### src/rtl/baudgen_frac.sv
// Fractional baud generator: oversample tick, per-bit baud edge and mid-bit strobe.
// Optional fractional divisor enabled by defining BAUDGEN_FRAC_EN.
module baudgen_frac #(
  parameter int DIV_W       = 16,
  parameter int FRAC_W      = 4,
  parameter int OVERSAMPLE  = 16,
  parameter int DEFAULT_DIV = 13
) (
  input  logic              clk,
  input  logic              rst_n,
  input  logic              en,
  input  logic [DIV_W-1:0]  div_int,
  input  logic [FRAC_W-1:0] div_frac,
  input  logic              div_load,
  input  logic              resync,
  output logic              os_tick,
  output logic              baud_edge,
  output logic              mid_bit
);

  localparam int OS_W = (OVERSAMPLE > 1) ? $clog2(OVERSAMPLE) : 1;
  localparam logic [OS_W-1:0] OS_LAST = OS_W'(OVERSAMPLE - 1);
  localparam logic [OS_W-1:0] OS_MID  = OS_W'(OVERSAMPLE / 2 - 1);

  logic [DIV_W-1:0] div_q;
  logic [DIV_W-1:0] pre_cnt;
  logic [DIV_W-1:0] last_cnt;
  logic [OS_W-1:0]  os_cnt;
  logic             term;

`ifdef BAUDGEN_FRAC_EN
  logic [FRAC_W-1:0] frac_q;
  logic [FRAC_W-1:0] acc;
  logic              ext_q;
  logic [FRAC_W:0]   acc_sum;

  assign acc_sum = {1'b0, acc} + {1'b0, frac_q};
`else
  logic frac_unused;

  assign frac_unused = ^div_frac;
`endif

  // div_q of 0 behaves as 1; last_cnt never overflows since max(div_q,1)-1+1 fits.
  always_comb begin
    last_cnt = (div_q == '0) ? '0 : div_q - 1'b1;
`ifdef BAUDGEN_FRAC_EN
    last_cnt = last_cnt + DIV_W'(ext_q);
`endif
    term = (pre_cnt == last_cnt);
  end

  always_ff @(posedge clk) begin
    os_tick   <= 1'b0;
    baud_edge <= 1'b0;
    mid_bit   <= 1'b0;
    if (!rst_n) begin
      div_q   <= DIV_W'(DEFAULT_DIV);
      pre_cnt <= '0;
      os_cnt  <= '0;
`ifdef BAUDGEN_FRAC_EN
      frac_q  <= '0;
      acc     <= '0;
      ext_q   <= 1'b0;
`endif
    end else if (div_load || resync) begin
      if (div_load) begin
        div_q  <= div_int;
`ifdef BAUDGEN_FRAC_EN
        frac_q <= div_frac;
`endif
      end
      pre_cnt <= '0;
      os_cnt  <= '0;
`ifdef BAUDGEN_FRAC_EN
      acc     <= '0;
      ext_q   <= 1'b0;
`endif
    end else if (en) begin
      if (!term) begin
        pre_cnt <= pre_cnt + 1'b1;
      end else begin
        pre_cnt <= '0;
        os_tick <= 1'b1;
`ifdef BAUDGEN_FRAC_EN
        // Carry out of the accumulator stretches the next period by one cycle.
        acc     <= acc_sum[FRAC_W-1:0];
        ext_q   <= acc_sum[FRAC_W];
`endif
        if (os_cnt == OS_LAST) begin
          os_cnt    <= '0;
          baud_edge <= 1'b1;
        end else begin
          os_cnt <= os_cnt + OS_W'(1);
        end
        if (os_cnt == OS_MID) mid_bit <= 1'b1;
      end
    end
  end

endmodule

### config.mk
export PLATFORM = sky130hd
export DESIGN_NAME = baudgen_frac
export DESIGN_NICKNAME = d
export VERILOG_FILES = /design/src/rtl/baudgen_frac.sv
export SDC_FILE = /design/constraint.sdc
export NUM_CORES = 1
export LEC_CHECK = 0
export BUFFER_PORTS_ARGS = -buffer_cell sky130_fd_sc_hd__buf_2
export CORE_ASPECT_RATIO = 0.7
export CORE_UTILIZATION = 58
export DETAILED_ROUTE_END_ITERATION = 8
export GPL_ROUTABILITY_DRIVEN = 0
export GPL_TIMING_DRIVEN = 0
export PLACE_DENSITY = 0.78
export SLEW_MARGIN = 15
export SYNTH_ARGS = -nofsm -noshare
export SYNTH_HDL_FRONTEND = slang
export SYNTH_SLANG_ARGS = --single-unit
### constraint.sdc
create_clock -name clk -period 5.2 [get_ports clk]
set_input_delay 0.52 -clock clk [delete_from_list [all_inputs] [get_ports clk]]
set_output_delay 0.52 -clock clk [all_outputs]
set_load 0.005 [all_outputs]
==> out/metrics.cfg <==
[run_status]
outcome=complete, no violations

[drt]
first_iter_violations=180
via_count=2259
wl_met1_um=2690
wl_um=5450
dr_wl_met3_um=371
met2_length_um=2320
ant_nets=0
routed.top_layer=met4
wl_per_cell_um=14.6
drt_first_pass_iters=5
drc=0
viasPerCell=6.06

[floorplanning]
row_count=19
io-pin-count=28
core-area_um2=3970
initial_utilization_pct=61.1
die_w_um=79.3
dieArea_um2=4450
die_h_um=56.1

[global_routing]
grt_pass1_wl_um=9210
grt_max_degree=12
globalRouteTotalUtil_pct=27.2
grt_pass1_vias=1882
grt_overflow=0
antenna_found_initial=0

[clocking]
clkLatencyLatePin_ps=290
cts_tree=done
cts_root_buffer=clkbuf_8
clk_pin_slew_ps=80
cts_made_buffers=5
clockBufferDepth=2
clock-sinks=39
post_cts_buffers=0
h-tree-depth=2
cts_resized=0
hold_buffers=0

[timing]
setup_violations=0
fin_skew_ps=7.75
slew-limit-headroom_pct=31.2
hold_viol=0
fmax_mhz=231
post-route-min-period_ps=4330
finalCritPeriodShare_pct=83.4
setup_tns_ps=0
rsz0062_at_grt=false
worst-slew-pin-transition_ps=1020
slew_violations=0

[worst_hold_path]
hold_class=in -> reg
min_from=div_int[2]
whs_path_depth=3

[logic_synthesis]
synth-edff-count=0
seq_area_frac_synth_pct=32.2
avgSynthCellArea_um2=8.30
synth_ff_type=dfxtp_1
syn-num-nets=320
synth_top_family_by_area=simple AND/OR/NAND/NOR gates
synthAdderAreaFrac_pct=1.55
synth_compound_area_share_pct=14.6
synthArstFlopShare_pct=0
synth-simple-area-share_pct=29.7
synth_mux_area_share_pct=7.43
synth_cells=292
synth_xor_xnor_area_share_pct=9.75
yosys_warnings=0
netlist_area_um2=2420
yosysUniqueCellTypes=53
ys_ff_latch=39

[critical_path]
cp-startpoint=div_q[0]$_SDFFE_PN1P_
rr_endpoint=pre_cnt[13]$_SDFFE_PP0P_
ff2ff_path_depth=13
crit_type=reg -> reg
slowest_delay_ps=770
slowest_stage=nor4b_1
cp_data_required_time_ps=5380
crit_top_cell=buf_2
arrival_ps=4520
worstReg2RegStart=div_q[0]$_SDFFE_PN1P_
cp-endpoint=pre_cnt[13]$_SDFFE_PP0P_
crit_fanout=10
worst-r2r-setup-slack_ps=870
endpoint_kind=register
path_cells=inv_1 > ha_1 > nor4b_1 > and4_1 > clkbuf_1 > a21oi_1 > o32a_1 > or4_4 > or4_1 > buf_2 > o21bai_2 > buf_2 > nor2_1
cp-start-kind=register

[finish]
drive_gt1_share_pct=13.4
layout_common_cells=dfxtp_1 (39), nor2_1 (26), buf_2 (24)
layout_commonest_cell=dfxtp_1
diodes=0
final_util_pct=67.4
final_net_count=348
areaGrowthSynthToFinish_pct=10.4

[placed_design]
port_buffers=21
hpwl_um=4130

[power_and_ir_drop]
ir_drop_uv=149
pwr_density_cell_nw_per_um2=229
p_leak_nw=1.00
total_power_w=0.000612

[job]
maxCapViolCount=0

metrics by stage:
stage,area [um2],setup slack [ps],hold WS [ps],instances
3_5_place_dp,2590,977,474,365
6_report,2680,865,438,373
2_1_floorplan,2420,1390,447,292
5_1_grt,2680,656,429,373
4_1_cts,2680,954,445,373
3_3_place_gp,2590,1020,466,365
power by group:
group / internal (W) / switching, W / leakage [nW]
clock network: 0.0000942 / 0.000106 / 0.0422
registers: 0.000306 / 0.00000952 / 0.318
logic: 0.0000423 / 0.0000541 / 0.641
area by class of cell:
type / count / area (um2)
Multi-Input combinational cell: 225 / 1530
Fill cell: 336 / 1290
Sequential cell: 39 / 781
Timing Repair Buffer: 21 / 105
Buffer: 18 / 78.8
Clock buffer: 7 / 76.3
Tap cell: 52 / 65.1
Inverter: 10 / 37.5
Clock inverter: 1 / 5.00
how the worst min path moves through the flow:
stage | endpoint | slack, ps
2_1_floorplan | os_cnt[3]$_SDFFE_PP0P_ | 450
3_3_place_gp | os_cnt[3]$_SDFFE_PP0P_ | 470
3_5_place_dp | os_cnt[3]$_SDFFE_PP0P_ | 470
4_1_cts | div_q[2]$_SDFFE_PN1P_ | 450
5_1_grt | div_q[3]$_SDFFE_PN1P_ | 430
6_report | div_q[2]$_SDFFE_PN1P_ | 440
synthesized netlist by cell type (8+ instances only):
master    count  area [um2]
nand2_1      21        78.8
mux2i_1      18         180
xnor2_1      14         123
and3_1        9        56.3
inv_1        10        37.5
a21oi_1       8        40.0
clkbuf_1     14        52.6
nand3_1      10        50.1
xor2_1       13         114
nor4_1        9        56.3
nor2b_1      16         100
dfxtp_1      39         781
nor2_1       26        97.6
flip-flops by register name, summed over array words and instances (netlist names):
name	count
baud_edge	1
div_q	16
mid_bit	1
os_cnt	4
os_tick	1
pre_cnt	16
logic make-up after synthesis:
| family | after synthesis |
|---|---|
| simple gates | 130 |
| compound gates | 47 |
| flops | 39 |
| buf+inv | 28 |
| xor+xnor | 27 |
| mux | 18 |
| fa+ha+maj | 3 |
metal layers:
| metal | track usage, % | up-vias |
|---|---|---|
| met5 | 0 | - |
| met4 | 5.97 | 0 |
| met3 | 7.54 | 8 |
| met2 | 39.3 | 84 |
| met1 | 39.8 | 1053 |
| li1 | - | 1114 |
critical path: cells and delay by family, from the launching register on:
| kind | cells | cell delay, ps |
|---|---|---|
| buffers and inverters | 4 | 880 |
| adder cells (fa/ha/maj) | 1 | 250 |
| AO/OA/AOI/OAI | 3 | 660 |
| AND/OR/NAND/NOR | 5 | 2050 |
| flip-flops | 1 | 370 |
Power figures use the tool's default switching activity.
